`config.mk`:
```
export PLATFORM = sky130hd
export DESIGN_NAME = cycle_cooling_fan_ctrl
export DESIGN_NICKNAME = d
export VERILOG_FILES = /design/src/rtl/cycle_cooling_fan_ctrl.sv
export SDC_FILE = /design/constraint.sdc
export NUM_CORES = 1
export LEC_CHECK = 0
export ABC_AREA = 0
export CORE_MARGIN = 8
export CORE_UTILIZATION = 48
export CTS_CLUSTER_DIAMETER = 50
export CTS_CLUSTER_SIZE = 10
export DETAILED_ROUTE_END_ITERATION = 8
export PLACE_DENSITY = 0.85
export SYNTH_ARGS = -nofsm -noshare
export SYNTH_HDL_FRONTEND = slang
export SYNTH_SLANG_ARGS = --single-unit
export TNS_END_PERCENT = 5
```
`constraint.sdc`:
```
create_clock -name clk -period 3.42 [get_ports clk]
set_input_delay 0.342 -clock clk [delete_from_list [all_inputs] [get_ports clk]]
set_output_delay 0.342 -clock clk [all_outputs]
set_load 0.1 [all_outputs]
```
`src/rtl/cycle_cooling_fan_ctrl.sv`:
```
// Cycle cooling fan controller: 5-state dwell-qualified FSM driving a registered 3-bit fan mode.
// Optional manual override of fan_mode is enabled by defining CCS_MANUAL_OVERRIDE_EN.
module cycle_cooling_fan_ctrl #(
    parameter int SENS_W  = 8,
    parameter int CAL_TH  = 1,
    parameter int TEMP_TH = 1,
    parameter int PRES_TH = 1,
    parameter int AIR_TH  = 1,
    parameter int HYST    = 0,
    parameter int DWELL_W = 4,
    parameter int T_IDLE  = 2,
    parameter int T_WARM  = 3,
    parameter int T_ACT   = 5,
    parameter int T_BOOST = 2,
    parameter int T_COOL  = 3
) (
    input  logic              clk,
    input  logic              rst,
    input  logic              tick,
    input  logic [SENS_W-1:0] calorie,
    input  logic [SENS_W-1:0] temperature,
    input  logic [SENS_W-1:0] pressure,
    input  logic [SENS_W-1:0] air_pressure,
`ifdef CCS_MANUAL_OVERRIDE_EN
    input  logic              man_en,
    input  logic [2:0]        man_mode,
`endif
    output logic [2:0]        fan_mode,
    output logic [2:0]        state_o,
    output logic              fan_change
);

    localparam logic [2:0] S_IDLE     = 3'd0;
    localparam logic [2:0] S_WARMUP   = 3'd1;
    localparam logic [2:0] S_ACTIVE   = 3'd2;
    localparam logic [2:0] S_BOOST    = 3'd3;
    localparam logic [2:0] S_COOLDOWN = 3'd4;

    localparam logic [SENS_W-1:0] CAL_HI  = SENS_W'(CAL_TH);
    localparam logic [SENS_W-1:0] TEMP_HI = SENS_W'(TEMP_TH);
    localparam logic [SENS_W-1:0] PRES_HI = SENS_W'(PRES_TH);
    localparam logic [SENS_W-1:0] AIR_HI  = SENS_W'(AIR_TH);
    // De-escalate thresholds sit HYST below the escalate ones, floored at zero
    localparam logic [SENS_W-1:0] CAL_LO  = (CAL_TH  > HYST) ? SENS_W'(CAL_TH  - HYST) : '0;
    localparam logic [SENS_W-1:0] TEMP_LO = (TEMP_TH > HYST) ? SENS_W'(TEMP_TH - HYST) : '0;

    // Terminal counts (T-1); a dwell of 0 is treated as 1
    localparam logic [DWELL_W-1:0] L_IDLE  = (T_IDLE  > 1) ? DWELL_W'(T_IDLE  - 1) : '0;
    localparam logic [DWELL_W-1:0] L_WARM  = (T_WARM  > 1) ? DWELL_W'(T_WARM  - 1) : '0;
    localparam logic [DWELL_W-1:0] L_ACT   = (T_ACT   > 1) ? DWELL_W'(T_ACT   - 1) : '0;
    localparam logic [DWELL_W-1:0] L_BOOST = (T_BOOST > 1) ? DWELL_W'(T_BOOST - 1) : '0;
    localparam logic [DWELL_W-1:0] L_COOL  = (T_COOL  > 1) ? DWELL_W'(T_COOL  - 1) : '0;

    logic [2:0]         state, state_nxt;
    logic [DWELL_W-1:0] up_cnt, dn_cnt, up_nxt, dn_nxt;
    logic [DWELL_W-1:0] up_lim, dn_lim;
    logic [2:0]         up_tgt, dn_tgt;
    logic               up_cond, dn_cond, illegal;
    logic [2:0]         fan_nxt;

    function automatic logic [2:0] mode_of(input logic [2:0] s);
        case (s)
            S_WARMUP:   mode_of = 3'b001;
            S_ACTIVE:   mode_of = 3'b010;
            S_BOOST:    mode_of = 3'b011;
            S_COOLDOWN: mode_of = 3'b001;
            default:    mode_of = 3'b000;
        endcase
    endfunction

    always_comb begin
        up_cond = 1'b0;
        dn_cond = 1'b0;
        up_lim  = '0;
        dn_lim  = '0;
        up_tgt  = state;
        dn_tgt  = state;
        illegal = 1'b0;
        case (state)
            S_IDLE: begin
                up_cond = calorie > CAL_HI;       up_lim = L_IDLE;  up_tgt = S_WARMUP;
            end
            S_WARMUP: begin
                up_cond = temperature > TEMP_HI;  up_lim = L_WARM;  up_tgt = S_ACTIVE;
                dn_cond = calorie <= CAL_LO;      dn_lim = L_COOL;  dn_tgt = S_IDLE;
            end
            S_ACTIVE: begin
                up_cond = pressure < PRES_HI;     up_lim = L_ACT;   up_tgt = S_BOOST;
                dn_cond = temperature <= TEMP_LO; dn_lim = L_COOL;  dn_tgt = S_COOLDOWN;
            end
            S_BOOST: begin
                dn_cond = air_pressure <= AIR_HI; dn_lim = L_BOOST; dn_tgt = S_ACTIVE;
            end
            S_COOLDOWN: begin
                up_cond = temperature > TEMP_HI;  up_lim = '0;      up_tgt = S_ACTIVE;
                dn_cond = 1'b1;                   dn_lim = L_COOL;  dn_tgt = S_IDLE;
            end
            default: illegal = 1'b1;
        endcase
    end

    always_comb begin
        state_nxt = state;
        up_nxt    = up_cnt;
        dn_nxt    = dn_cnt;
        if (illegal) begin
            state_nxt = S_IDLE;
            up_nxt    = '0;
            dn_nxt    = '0;
        end else if (tick) begin
            // Up path has priority when both dwells complete on the same tick
            if (up_cond && up_cnt == up_lim)
                state_nxt = up_tgt;
            else if (dn_cond && dn_cnt == dn_lim)
                state_nxt = dn_tgt;
            if (state_nxt != state) begin
                up_nxt = '0;
                dn_nxt = '0;
            end else begin
                up_nxt = !up_cond ? '0 : (&up_cnt) ? up_cnt : up_cnt + 1'b1;
                dn_nxt = !dn_cond ? '0 : (&dn_cnt) ? dn_cnt : dn_cnt + 1'b1;
            end
        end
    end

`ifdef CCS_MANUAL_OVERRIDE_EN
    assign fan_nxt = man_en ? man_mode : mode_of(state_nxt);
`else
    assign fan_nxt = mode_of(state_nxt);
`endif

    always_ff @(posedge clk or posedge rst) begin
        if (rst) begin
            state      <= S_IDLE;
            up_cnt     <= '0;
            dn_cnt     <= '0;
            fan_mode   <= 3'b000;
            fan_change <= 1'b0;
        end else begin
            state      <= state_nxt;
            up_cnt     <= up_nxt;
            dn_cnt     <= dn_nxt;
            fan_mode   <= fan_nxt;
            fan_change <= fan_nxt != fan_mode;
        end
    end

    assign state_o = state;

endmodule

```
# [Yosys cells after proc, flatten, opt, wreduce, memory -nomap -nowiden]
# Cells that the tools add are included.
# W data, S select, Z words.
[word_totals] output_inout_bits=7 in_bits=35 regBits=15
[classes] addsub=2 magnitude_cmp=6 n_reduce_logical=11 eq_ne=15 muxes=23
[op_table] cell="$mux W4" n=10
[op_table] cell="$pmux W3 S3" n=3
[op_table] cell="$le A8 B1 Y1 const B" n=3
[op_table] cell="$mux W3" n=6
[op_table] cell="$gt A8 B1 Y1 const B" n=2
[op_table] cell="$eq A3 B2 Y1 const B" n=4
[op_table] cell="$add A4 B1 Y4 const B" n=2
[op_table] cell="$eq A4 B4 Y1" n=2
[op_table] cell="$lt A8 B1 Y1 const B" n=1
[op_table] cell="$ne A4 B4 Y1 const B" n=2
[op_table] cell="$reduce_and A4 Y1" n=2
[op_table] cell="$eq A3 B1 Y1 const B" n=2
[op_table] cell="$eq A3 B3 Y1 const B" n=2
[op_table] cell="$ne A3 B3 Y1" n=2
[op_table] cell="$pmux W2 S3" n=1
[op_table] cell="$reduce_or A5 Y1" n=1
[op_table] cell="$pmux W1 S4" n=1
[op_table] cell="$pmux W2 S2" n=1
[op_table] cell="$reduce_and A2 Y1" n=2
[op_table] cell="$reduce_or A2 Y1" n=2
[op_table] cell="$logic_not A3 Y1" n=1
[op_table] cell="$pmux W1 S3" n=1
[op_table] cell="$reduce_or A3 Y1" n=1
[op_table] cell="$logic_and A1 B1 Y1" n=2
[op_table] cell="$ne A2 B1 Y1 const B" n=1

# [Depth between registers and ports, before layout]
# Gate-level depths: netlist (run 1).
[depth] ltp_word=15 mapped_depth=10

# [Worst setup path after synthesis (run 1)]
# No wires, ideal clock.
[synth_path] path_kind="reg-to-reg" startpoint="reg state[2], in the netlist state_o[2]" endpoint="reg fan_change" arrival_time_ns=2.566 path_stages_with_launch=10 setup_slack_ns=0.736 path_buffers=2 path_cell_list="dfrtp_1 -> buf_4 -> and4bb_2 -> a41oi_1 -> a311oi_2 -> and2_1 -> buf_2 -> a21oi_1 -> a31o_1 -> a21o_1"
[synth_via] elab_chain_cells=15
[synth_rtl] element="start: declaration" line_no="54" rtl="logic [2:0] state, state_nxt;"
[synth_rtl] element="start signal: assignment" line_no="140" rtl="state <= state_nxt;"
[synth_rtl] element="$eq A3 B3 Y1, or another cell as far along" line_no="79" rtl="case (state)"
[synth_rtl] element="$reduce_or A3 Y1 (no source line)"
[synth_rtl] element="$pmux W2 S2" line_no="79"
[synth_rtl] element="$eq A4 B4 Y1" line_no="114" rtl="else if (dn_cond && dn_cnt == dn_lim)"
[synth_rtl] element="$logic_and A1 B1 Y1" line_no="114"
[synth_rtl] element="$mux W3" line_no="114"
[synth_rtl] element="$mux W3" line_no="112" rtl="if (up_cond && up_cnt == up_lim)"
[synth_rtl] element="$mux W3" line_no="110" rtl="end else if (tick) begin"
[synth_rtl] element="$mux W3" line_no="106" rtl="if (illegal) begin"
[synth_rtl] element="$mux W3" line_no="110"
[synth_rtl] element="$mux W3 *" line_no="106"
[synth_rtl] element="$eq A3 B3 Y1 / $eq A3 B1 Y1 (equally long branches)" line_no="62" rtl="case (s)"
[synth_rtl] element="$reduce_or A2 Y1 (no source line)"
[synth_rtl] element="$pmux W2 S3 *" line_no="62"
[synth_rtl] element="$ne A3 B3 Y1 *" line_no="144" rtl="fan_change <= fan_nxt != fan_mode;"
[synth_rtl] element="end signal: assignment" line_no="144"
[synth_rtl] element="end: declaration" line_no="30" rtl="output logic fan_change"
# Every way passes the cells marked *; elsewhere a longest branch is shown, timed or not. The select of a mux whose other input is x is not followed.
# A chain may end at the register's enable or synchronous reset.

# [Final worst setup path (run 1)]
[layout_path] startpoint="reg state[2], in the netlist state_o[2]" endpoint="reg dn_cnt[0]"
[layout_via] elab_chain_cells=13
[layout_rtl] element="$eq A3 B3 Y1, or another cell as far along" line_no="79"
[layout_rtl] element="$reduce_or A3 Y1 (no source line)"
[layout_rtl] element="$pmux W2 S2" line_no="79"
[layout_rtl] element="$eq A4 B4 Y1" line_no="114"
[layout_rtl] element="$logic_and A1 B1 Y1" line_no="114"
[layout_rtl] element="$mux W3" line_no="114"
[layout_rtl] element="$mux W3" line_no="112"
[layout_rtl] element="$mux W3" line_no="110"
[layout_rtl] element="$mux W3" line_no="106"
[layout_rtl] element="$ne A3 B3 Y1" line_no="116" rtl="if (state_nxt != state) begin"
[layout_rtl] element="$mux W4" line_no="116"
[layout_rtl] element="$mux W4" line_no="110"
[layout_rtl] element="$mux W4" line_no="106"
[layout_rtl] element="end signal: assignment" line_no="142" rtl="dn_cnt <= dn_nxt;"
[layout_rtl] element="end: declaration" line_no="55" rtl="logic [DWELL_W-1:0] up_cnt, dn_cnt, up_nxt, dn_nxt;"
# Parallel ways exist; a longest one is shown, timed or not. The select of a mux whose other input is x is not followed.

==> results of run 1 <==
routing by layer:
layer / part of all wire, % / vias up / track usage, %
met5: 0 / - / 0
met4: 1.2 / 0 / 9.54
met3: 6.7 / 6 / 4.25
met2: 55 / 52 / 31.7
met1: 37 / 614 / 17.2
li1: - / 596 / -
synth_stat cells (all sizes together) (2+ instances only):
| master | number |
|---|---|
| a41oi | 2 |
| o21ai | 7 |
| nand3 | 7 |
| a21oi | 12 |
| nor2 | 6 |
| ha | 2 |
| nor4 | 4 |
| nor2b | 3 |
| and2 | 3 |
| a22oi | 2 |
| o21bai | 2 |
| o211ai | 2 |
| buf | 8 |
| inv | 6 |
| nor3b | 4 |
| dfrtp | 14 |
| xor2 | 3 |
| nand2 | 9 |
| nor4b | 2 |
| a31oi | 5 |
| o2bb2ai | 2 |
| a21o | 4 |
| nor3 | 5 |
| nand4 | 6 |
state kept, by name, indices dropped and copies added, names as in the netlist:
signal	cells
fan_change	1
fan_mode	2
dn_cnt	4
state_o	3
up_cnt	4
through the flow:
stage | worst slack (ns) | cells
after floorplan | 0.736 | 140
after global placement | 0.921 | 198
after detailed placement | 0.816 | 198
after CTS | 0.794 | 201
after global routing | 0.553 | 201
final | 0.757 | 201
final cells by class:
cell class | count | area, µm² | area share, %
Multi-Input combinational cell | 111 | 739 | 48.1
Sequential cell | 14 | 350 | 22.8
Clock buffer | 3 | 22.5 | 1.46
Inverter | 6 | 22.5 | 1.46
Timing Repair Buffer | 37 | 365 | 23.8
Tap cell | 30 | 37.5 | 2.44
power breakdown:
group	internal [mW]	leakage (nW)	switching (mW)
Sequential	0.210	0.183	0.0906
Combinational	0.247	0.427	0.467
Clock	0.0410	0.0138	0.0538
Total	0.498	0.624	0.612
cells by family after synthesis:
| kind of cell | synth area share (%) |
|---|---|
| buffers and inverters | 6.74 |
| XOR/XNOR | 2.25 |
| adder cells (fa/ha/maj) | 2.14 |
| other | 0.321 |
| multiplexers | 0.964 |
| flip-flops | 30.0 |
| AO/OA/AOI/OAI | 27.9 |
| AND/OR/NAND/NOR | 29.7 |
worst register-to-register path, cell delays in order, from the launching register on:
cell	delay, ns
dfrtp_1	0.74
nor3b_1	0.51
o2bb2ai_1	0.14
a31oi_1	0.36
nand2_1	0.24
nand2_1	0.13
o21ai_0	0.12
mux2_2	0.31
worst paths after layout:
| path | from | to | slack (ns) |
|---|---|---|---|
| worst min-delay path | rst | state_o[1]$_DFF_PP0_ | 0.40 |
| worst max-delay path | state_o[2]$_DFF_PP0_ | dn_cnt[0]$_DFFE_PP0P_ | 0.76 |
| worst max register to register | state_o[2]$_DFF_PP0_ | dn_cnt[0]$_DFFE_PP0P_ | 0.76 |
| worst min register to register | fan_mode[0]$_DFF_PP0_ | fan_change$_DFF_PP0_ | 0.61 |
| max in group asynchronous | rst | dn_cnt[2]$_DFFE_PP0P_ | 2.65 |
| min in group clk | fan_mode[0]$_DFF_PP0_ | fan_change$_DFF_PP0_ | 0.61 |
==> impl_summary.txt, run 1 <==
----------------------------------------------------
[Power and ir drop]
  Power density over the cells ... a little over 700 nW/µm²
  Static Leakage ... around 0.62 nW
  Total Power ... 1.11 mW
  Worst voltage drop across the vdd grid ... between 0.0004 and 0.0005 V

[CTS]
  Total setup buffers inserted after CTS ... 0
  Clock sinks ... 14
  CTS tree ... yes
  Clock-pin transition on the worst setup and hold timing paths ... approximately 0.080 ns
  Max Buffers Root-to-Sink ... 2
  Skew-Pair Late Insertion Delay ... 0.29 ns
  CTS root buf ... clkbuf_4
  H-tree levels ... 1
  Cts bufs inserted ... 3
  Hold Buf Count CTS ... 0
  Number of resized instances in the post-cts repair step ... 0

[Synthesis]
  Post-synth design cell area ... around 1200 µm²
  Number of enable flip-flop cells after synthesis ... 0
  Mean area per synthesized cell ... 8.35 µm²
  Number of library cell types mapped by synthesis ... 52
  Primary flip-flop cell chosen by synthesis mapping ... dfrtp_1
  Async set-or-reset flop fraction in the synthesized netlist ... between 90% and 100%
  Total nets after synthesis ... roughly 180
  Top post-synthesis cells by area ... dfrtp_1 30%, a21oi_1 4.7%, nand4_1 3.2%, nand3_1 3.0%, nand2_1 2.9%
  Post-synthesis instance total ... 140
  Biggest area consumer among synthesized cells ... dfrtp_1
  Sequential area share after synthesis ... between 20% and 30%
  Flops & latches, synth ... 14
  Fraction of post-synthesis cell area in the top cell type by area ... between 20 and 30%
  Synth warnings ... 0

[STA]
  Worst hold slack after final layout ... 0.400 ns
  Period utilization ... between 70 and 80%
  Min Clock Period, post-route ... 2.66 ns
  Normalized max-slew margin ... a little over a third
  Maximum clock frequency ... between 0.3 and 0.4 GHz
  Setup repair after global routing missed its margin ... no
  Final hold viol count ... 0
  Count of final max-slew check failures ... 0
  Clk_skew ... 0.00235 ns
  Slew at the pin with the worst max-slew slack ... approximately 0.97 ns
  Final setup violation count ... 0
  Fin Setup TNS ... 0 ns

[Worst setup path]
  Peak fanout along the critical path ... 21
  Start-to-end type of the worst setup path ... flop to flop
  Arr. time, crit path ... 2.84 ns
  Critical Path Max Stage Delay ... ~0.74 ns
  CP Depth ... 7
  Critical path, cell by cell ... nor3b_1 > o2bb2ai_1 > a31oi_1 > nand2_1 > nand2_1 > o21ai_0 > mux2_2
  Crit end category ... flop
  Cell at the slowest stage of the critical path ... dfrtp_1
  Worst setup SP type ... flop
  Sum of buffers and inverters on the critical path ... 0
  Required time worst endpoint ... 3.59 ns
  Worst path most repeated cell ... nand2_1
  Reg2Reg Depth ... 7
  Dominant delay contributor by cell family on the critical path ... simple AND/OR/NAND/NOR gates

[Placement]
  Final Wtd Congestion ... between 0.8 and 0.9
  IO buf count ... 37
  Estimated wirelength of the detail-placed design ... roughly 2.8 mm
  Placed cell areas ... 1520 µm²

[Floorplan]
  Initial core utilization ... roughly half
  Overall die area ... 4270 µm²
  Standard-cell rows ... 18
  Die boundary height ... roughly 65 µm
  Floorplan die width ... roughly 65 µm
  I/O pin cnt ... 42
  Core ar. ... around 2400 µm²

[Layout]
  Layout net count ... 210
  Most frequent standard cell in the layout excluding fill and tap cells ... clkdlybuf4s50_1
  Number of fillers in the final layout ... roughly 220
  Fraction of final layout cells with drive strength greater than 1 ... around 7.6%
  Commonest non-fill, non-tap cells in the layout ... 35 x clkdlybuf4s50_1, 14 x dfrtp_1, 11 x a21oi_1, 9 x nand2_1, 7 x nand3_1
  Final core utilization ... approximately 64%
  Area Growth Syn to Fin ... 31.6%
  Summed area of non-filler cells in the final layout ... about 1500 µm²
  Antenna diodes ... 0

[Routing]
  Post-detailed-routing wire length ... ~3.5 mm
  Via total after detailed routing ... around 1.3k
  DRC violation total after the first TritonRoute iteration ... between 50 and 60
  Antenna Nets Post-Route ... 0
  First-pass iteration count of the detailed router ... 4
  Total DRC errors in the routed layout ... 0
  Mean number of vias per cell ... roughly 6.3
  Average wire per cell in the routed design ... 17.4 µm

[Job]
  Max-capacitance violation count ... 0

[Global routing]
  Global-route wire length before repair ... approximately 5.8 mm
  Largest net degree at the start of global routing ... 22
  Overflow left after global routing ... 0
  Overall routing resource usage ... 17.2%
  Vias in the first global route ... about 1.3k
  Number of antenna violations at the first check in global routing ... 0

[Status]
  Result of the run ... finished, final reports clean

[Hold path]
  Worst Hold Class ... input port to asynchronous set/reset pin

----------------------------------------------------
No activity file was read; power rests on OpenSTA's default activity.
==> inputs of run 2 (changes only) <==
CORE_UTILIZATION = 40   (was 48)
PLACE_DENSITY = 0.76   (was 0.85)
clock period = 2.24 ns   (was 3.42 ns; I/O delays follow)
==> impl_summary.txt, run 2 (synthesis results as in run 1) <==
----------------------------------------------------
[Status]
  Result of the run ... finished with violations (was finished, final reports clean)
  Violated checks ... negative setup slack

[Floorplan]
  Initial core utilization ... 42.4% (was 49.0%)
  Floorplan die width ... 70.1 µm (was 65.3 µm)
  Overall die area ... 4910 µm² (was 4270 µm²)
  Core ar. ... 2760 µm² (was 2390 µm²)
  Standard-cell rows ... 19 (was 18)
  Die boundary height ... 70.1 µm (was 65.3 µm)
  I/O pin cnt ... 42 (unchanged)

[Routing]
  Post-detailed-routing wire length ... 4.04 mm (was 3.50 mm)
  Mean number of vias per cell ... 5.85 (was 6.31)
  Antenna Nets Post-Route ... 0 (unchanged)
  DRC violation total after the first TritonRoute iteration ... 75 (was 51)
  First-pass iteration count of the detailed router ... 4 (unchanged)
  Total DRC errors in the routed layout ... 0 (unchanged)
  Via total after detailed routing ... 1381 (was 1268)
  Average wire per cell in the routed design ... 17.1 µm (was 17.4 µm)

[Layout]
  Non-filler cells, final ... 236 (was 201)
  Most frequent standard cell in the layout excluding fill and tap cells ... buf_4 (was clkdlybuf4s50_1)
  Antenna diodes ... 0 (unchanged)
  Number of fillers in the final layout ... 208 (was 215)
  Area Growth Syn to Fin ... 63.4% (was 31.6%)
  Layout net count ... 243 (was 210)
  Final core utilization ... 69.2% (was 64.4%)
  Fraction of final layout cells with drive strength greater than 1 ... 32.2% (was 7.60%)
  Commonest non-fill, non-tap cells in the layout ... 33 x buf_4, 31 x clkdlybuf4s50_1, 11 x a21oi_1, 11 x dfrtp_1, 7 x nand2_1 (was 35 x clkdlybuf4s50_1, 14 x dfrtp_1, 11 x a21oi_1, 9 x nand2_1, 7 x nand3_1)

[STA]
  Final setup violation count ... 9 (was 0)
  Count of final max-slew check failures ... 0 (unchanged)
  Final hold viol count ... 0 (unchanged)
  Clk_skew ... 0.00284 ns (was 0.00235 ns)
  Smallest setup slack after layout ... -0.138 ns (was 0.757 ns)
  Period utilization ... 106% (was 77.9%)
  Maximum clock frequency ... 0.420 GHz (was 0.376 GHz)
  Setup repair after global routing missed its margin ... yes (was no)
  Slew at the pin with the worst max-slew slack ... 0.564 ns (was 0.975 ns)
  Min Clock Period, post-route ... 2.38 ns (was 2.66 ns)
  Normalized max-slew margin ... 62.4% (was 34.8%)

[Worst setup path]
  Start-to-end type of the worst setup path ... flop to flop (unchanged)
  Reg2Reg Depth ... 9 (was 7)
  Required time worst endpoint ... 2.42 ns (was 3.59 ns)
  Endpoint of the lowest-slack register-to-register path ... fan_change$_DFF_PP0_ (was dn_cnt[0]$_DFFE_PP0P_)
  Peak fanout along the critical path ... 7 (was 21)
  Crit end category ... flop (unchanged)
  Worst setup SP type ... flop (unchanged)
  Arr. time, crit path ... 2.56 ns (was 2.84 ns)
  Reg2Reg Launch Point ... state_o[2]$_DFF_PP0_ (unchanged)
  Reg2reg setup slack ... -0.14 ns (was 0.76 ns)

[Power and ir drop]
  Power density over the cells ... 1130 nW/µm² (was 722 nW/µm²)
  Proportion of total power due to net switching ... 51.2% (was 55.1%)
  NetSw ... 1.11 mW (was 0.612 mW)
  Cell-internal power ... 1.05 mW (was 0.498 mW)
  Logic gate share of total power ... 72.7% (was 64.4%)
  Portion of total power attributed to sequential cells ... 20.2% (was 27.1%)
  Static Leakage ... 0.825 nW (was 0.624 nW)
  Share of total power in the clock network ... 7.1% (was 8.6%)
  Worst voltage drop across the vdd grid ... 0.00141 V (was 0.000486 V)

[Placement]
  Final Wtd Congestion ... 0.853 (was 0.893)
  Dpl cells ... 220 (was 198)
  Estimated wirelength of the detail-placed design ... 2.96 mm (was 2.77 mm)
  IO buf count ... 37 (unchanged)

[CTS]
  Hold Buf Count CTS ... 0 (unchanged)
  CTS tree ... yes (unchanged)
  Clock sinks ... 14 (unchanged)
  Clock-pin transition on the worst setup and hold timing paths ... 0.08 ns (about the same)
  Max Buffers Root-to-Sink ... 2 (unchanged)
  Skew-Pair Late Insertion Delay ... 0.28 ns (was 0.29 ns)
  CTS root buf ... clkbuf_4 (unchanged)
  Cts bufs inserted ... 3 (unchanged)
  H-tree levels ... 1 (unchanged)

[Global routing]
  Vias in the first global route ... 1379 (was 1317)
  Largest net degree at the start of global routing ... 15 (was 22)
  Overflow left after global routing ... 0 (unchanged)
  Overall routing resource usage ... 15.4% (was 17.2%)
  Number of antenna violations at the first check in global routing ... 0 (unchanged)
  Global-route wire length before repair ... 6.38 mm (was 5.78 mm)

[Hold path]
  Worst Hold Class ... input port to asynchronous set/reset pin (unchanged)

[Job]
  Max-capacitance violation count ... 0 (unchanged)

----------------------------------------------------
run 2: metrics by stage:
step	power [mW]	setup slack, ns	setup TNS, ns	cell area, µm²	hold slack [ns]
detailed placement	1.71	-0.187	-0.740	1690	0.602
global route	2.27	-0.185	-1.05	1910	0.322
CTS	2.00	-0.0217	-0.0217	1810	0.295
floorplan	1.30	-0.122	-0.373	1180	0.113
finish	2.16	-0.138	-0.568	1910	0.283
global placement	1.66	-0.110	-0.183	1690	0.565
run 2: critical path, stage by stage (launching register included):
cell and delay [ns]:
dfrtp_4 0.53, and2b_2 0.29, buf_6 0.10, nand4_1 0.19, a31oi_1 0.30, buf_4 0.18
and2_4 0.17, a31oi_4 0.10, a31o_1 0.25, a21o_1 0.15
run 2: layout make-up:
cell class,count,area [µm²],share of cell area (%)
clock buffer,4,26.3,1.38
inverter,6,22.5,1.18
multi-input combinational,111,833,43.6
sequential,14,362,18.9
tap,31,38.8,2.03
timing repair buffer,70,627,32.8
run 2: power by group through the flow:
| stage | sequential (mW) | combinational [mW] | clock [mW] |
|---|---|---|---|
| finish | 0.437 | 1.57 | 0.152 |
| global route | 0.450 | 1.65 | 0.171 |
| CTS | 0.429 | 1.41 | 0.156 |
| detailed placement | 0.465 | 1.25 | 0 |
| global placement | 0.453 | 1.21 | 0 |
| floorplan | 0.698 | 0.600 | 0 |
run 2: what timing repair did:
action                     in CTS  in global routing
pin swaps                       4                 11
gates resized for setup         7                 21
buffers inserted                9                  3
setup endpoints to repair       5                 11
run 2: worst max-delay path by stage:
stage | end | depth (start not counted) | from
2_1_floorplan | fan_change$_DFF_PP0_ | 8 | state_o[1]$_DFF_PP0_
3_3_place_gp | fan_change$_DFF_PP0_ | 10 | temperature[7]
3_5_place_dp | up_cnt[0]$_DFFE_PP0P_ | 9 | calorie[7]
4_1_cts | fan_change$_DFF_PP0_ | 9 | state_o[0]$_DFF_PP0_
5_1_grt | fan_change$_DFF_PP0_ | 9 | state_o[2]$_DFF_PP0_
6_report | fan_change$_DFF_PP0_ | 9 | state_o[2]$_DFF_PP0_
run 2: metal layers:
metal  wire length, µm  track usage [%]  vias up
li1                  -                -      664
met1              1640             17.2      669
met2              2130             28.1       41
met3               212             3.95        7
met4                55             3.35        0
met5                 0                0        -
==> patch 1, RTL diff (config.mk and constraints of run 1) <==
Change the parameter `DWELL_W` from 4 to 6.
--- a/src/rtl/cycle_cooling_fan_ctrl.sv
+++ b/src/rtl/cycle_cooling_fan_ctrl.sv
@@ -7,7 +7,7 @@
     parameter int PRES_TH = 1,
     parameter int AIR_TH  = 1,
     parameter int HYST    = 0,
-    parameter int DWELL_W = 4,
+    parameter int DWELL_W = 6,
     parameter int T_IDLE  = 2,
     parameter int T_WARM  = 3,
     parameter int T_ACT   = 5,
Behaviour: no difference found for any inputs over 10 cycles, from zero or initial values and one cycle with rst high; that may be too few to reach the edited logic, so the function may still have changed.
==> patch 1 against run 1 <==
  * Cell area grew 14%
  * Count of clock-buffer cells in the layout is the same
  * Area after synthesis grew 19%
  * Power grew 6.4%
  * Non-clock buffer count is the same
  * Worst setup slack gained 0.11 ns
  * Clock power grew 6%
  * Sequential cell count grew 4
  * Global-route usage shrank 3.6 points
  * Routed wire length shrank 1.4%
  * Largest power group unchanged
  * Synthesized cell count grew 11%
  * Sequential power grew 13%
  * Sequential share of layout area grew 3.0 points
==> patch 1: results <==
[run_status]
status = "completed"

[global_routing]
grt_first_pass_wirelength_um = 5710
grt_use_met2_pct = 26.1
grt_usage_pct = 13.6
use_met3_pct = 3.81
use_met1_pct = 14.8
grt_max_degree = 20

[power_and_ir_drop]
power.density_nw_per_um2 = 676
p_sw_uw = 623
ir_drop_mv = 0.937

[synth]
synth-xor-area-share_pct = 1.26
ys_seq_area_share_pct = 32.3
synth_nets = 193
synth.area.top_cells = "dfrtp_1, a21oi_1, buf_6"
netlist_instances = 156
synth_mux_area_share_pct = 1.53
synth-compound-area-share_pct = 27.4
synthTopCellsByCount = "dfrtp_1, a21oi_1, nand2_1"
ys_types = 60
synth_fa_ha_area_share_pct = 1.80

[drt]
met1_length_um = 1420
drt_iter0_drc = 107
vias = 1348
routed_wl_um = 3450
routed-wl-met3_um = 144
dr_wl_met2_um = 1880

[placed_design]
place_area_um2 = 1720
gp_congestion = 0.803
place_worst_setup_slack_ns = 0.723
post-dp-hpwl_um = 2810
place_inst = 215

[worst_setup_path]
endpoint = "up_cnt[1]"
rr_startpoint = "state_o[0]"
critPathMaxStageDelay_ns = 0.71
r2r_setup_slack_ns = 0.86
crit_arrival_ns = 2.72
critPathMaxFanout = 19

[cells_and_area]
fin_util_pct = 63.3
final_layout_size_suffix_gt1_share_pct = 10.7

[timing]
fin_skew_ns = 0.00800

[cts]
clk_pin_slew_worst_paths_ns = 0.10
numClockSinks = 18
[patch 1: cell types whose count changed after synthesis, sizes merged, moves of 3 or more]
cell and delta:
xor2 -3, a211oi +3, or4 +5, or3 +3, nand4 -5, nor3b -3, a21oi +3, o21ai +3
dfrtp +4
[patch 1: power by group through the flow]
stage	combinational, mW	clock (mW)	sequential [mW]
2_1_floorplan	0.447	0	0.498
3_3_place_gp	0.725	0	0.335
3_5_place_dp	0.739	0	0.343
4_1_cts	0.741	0.101	0.337
5_1_grt	0.795	0.110	0.346
6_report	0.742	0.101	0.338
[patch 1: layout make-up]
type / instances / share of cell area [%]
clock buffers: 3 / 1.29
flip-flops and latches: 18 / 25.8
repair buffers: 37 / 20.8
well taps: 31 / 2.22
inverters: 7 / 1.50
multi-input cells: 122 / 48.4
[patch 1: worst max-delay path, delay by kind of cell (launching register included)]
family           cells  cell delay, ns
AND/OR/NAND/NOR      3            0.70
AO/OA/AOI/OAI        4            1.02
flip-flops           1            0.71
==> patch 2, RTL diff (flow settings as in run 1) <==
Made on the original files. The output `fan_change` loses its register stage (`fan_change` becomes a continuous assignment).
--- a/src/rtl/cycle_cooling_fan_ctrl.sv
+++ b/src/rtl/cycle_cooling_fan_ctrl.sv
@@ -135,15 +135,15 @@
             up_cnt     <= '0;
             dn_cnt     <= '0;
             fan_mode   <= 3'b000;
-            fan_change <= 1'b0;
         end else begin
             state      <= state_nxt;
             up_cnt     <= up_nxt;
             dn_cnt     <= dn_nxt;
             fan_mode   <= fan_nxt;
-            fan_change <= fan_nxt != fan_mode;
         end
     end
+
+    assign fan_change = fan_nxt != fan_mode;
 
     assign state_o = state;
 
Check against the original RTL: not equivalent (Yosys sat finds a counterexample within 4 cycles, from zero or initial values and one cycle with rst high).
==> patch 2 against run 1 <==
  * Via count is 3.5% higher
  * Sequential power down 6%
  * Worst setup slack lost 0.67 ns
  * Register-to-register slack better by 0.24 ns
  * Sequential cell count decreased by 1
  * Global-route usage fell by 0.46 points
  * Power rose by 23%
  * Cell area increased by 6.7%
  * Routed wire length is 6.5% higher
  * Area after synthesis fell by 4.2%
  * Largest cell class unchanged
  * Largest power group unchanged
  * Highest routed layer unchanged
==> patch 2: results <==
[drt]
via_per_inst = 6.34
dr.pass1.iters = 4
vias = 1312
routed_wl_um = 3730
drt_iter0_drc = 103

[placed_design]
place_worst_setup_slack_ns = 0.102
numPortBuffers = 37
post-dp-hpwl_um = 2720
gp_congestion = 0.875
place_inst = 197

[timing]
fin_skew_ns = 0.00466
tightest_slew_ns = 0.980

[worst_setup_path]
critPathMaxFanout = 17
crit_family = "compound AO/OA/AOI/OAI gates"
critPathMaxStageDelay_ns = 0.54
crit_arrival_ns = 2.99
crit_slowest_cell = "or4_4"

[global_routing]
grt_max_degree = 18
antenna_found_initial = 0
grt_pass1_vias = 1171
grt_first_pass_wirelength_um = 5590
grt_usage_pct = 16.7

[cts]
cts_root_buf = "clkbuf_4"
cts_buffers = 3
clock_latency_ns = 0.29
clk_pin_slew_worst_paths_ns = 0.08
cts_max_path_buffers = 2
htreeDepth = 1

[synth]
synth_nets = 175
synth.area.top_cells = "dfrtp_1, nand2_1, a21oi_1"
ys.flop_type = "dfrtp_1"
async_reset_ff_share_pct = 100
yosysWarningCount = 0
ys_types = 52
synthTopCellsByCount = "nand2_1, dfrtp_1, a21oi_1"
netlist_instances = 138
ys_seq_area_share_pct = 29.1

[power_and_ir_drop]
leakagePower_nw = 0.660
ir_drop_mv = 0.675

[cells_and_area]
layout_commonest_cell = "clkdlybuf4s50_1"
nNetsFinal = 217
insertedDiodeCount = 0
final_layout_size_suffix_gt1_share_pct = 16.2

[min_path]
hold_class = "input pin to async pin"

[run_status]
status = "completed"
[patch 2: metal layers]
layer / wire (µm) / share of wire, % / vias up / GRT usage [%]
li1: - / - / 615 / -
met1: 1680 / 45 / 616 / 20.7
met2: 1710 / 46 / 68 / 27.5
met3: 235 / 6.3 / 13 / 4.01
met4: 99 / 2.7 / 0 / 6.27
met5: 0 / 0 / - / 0
[patch 2: per-stage QoR]
step | TNS [ns] | total power, mW | area, µm²
floorplan | 0 | 0.930 | 1130
global placement | 0 | 1.13 | 1510
detailed placement | 0 | 1.18 | 1510
CTS | 0 | 1.29 | 1570
global route | -0.0146 | 1.43 | 1640
finish | 0 | 1.37 | 1640
[patch 2: cell families (layout without fill, tap and decap cells)]
group	after synthesis	after routing	share of synthesized area, %
xor+xnor	2	2	1.56
buf+inv	14	55	6.03
compound gates	45	45	30.2
other cells	1	1	0.335
simple gates	59	59	28.7
mux	2	2	1.90
fa+ha+maj	2	2	2.23
flops	13	13	29.1
[patch 2: power breakdown]
part / switching [mW] / internal, mW / total (mW)
sequential: 0.0843 / 0.198 / 0.282
clock: 0.0548 / 0.0454 / 0.100
combinational: 0.603 / 0.382 / 0.985
total: 0.742 / 0.625 / 1.37
[patch 2: cell type report]
type / instances / area, µm²
Tap cell: 28 / 35.0
Multi-Input combinational cell: 111 / 787
Sequential cell: 13 / 329
Inverter: 6 / 22.5
Fill cell: 167 / 572
Timing Repair Buffer: 45 / 440
Clock buffer: 4 / 26.3
[patch 2: final timing paths]
kind,start,endpoint,slack (ns),cells past startpoint
max,state_o[0],fan_change,0.09,10
min,rst,dn_cnt[1],0.38,2
max reg2reg,state_o[0],up_cnt[0],1.00,9
min reg2reg,dn_cnt[3],dn_cnt[3],0.61,2
max in group asynchronous,rst,state_o[1],2.66,2
min in group clk,dn_cnt[3],dn_cnt[3],0.61,2
[patch 2: timing repair]
action / in CTS / in global routing
setup buffers: 2 / 4
endpoints found under the setup margin: 1 / 1
endpoints found under the hold margin: 0 / 0
pin swaps: 0 / 2
resized for setup: 2 / 9
hold buffers: 0 / 0
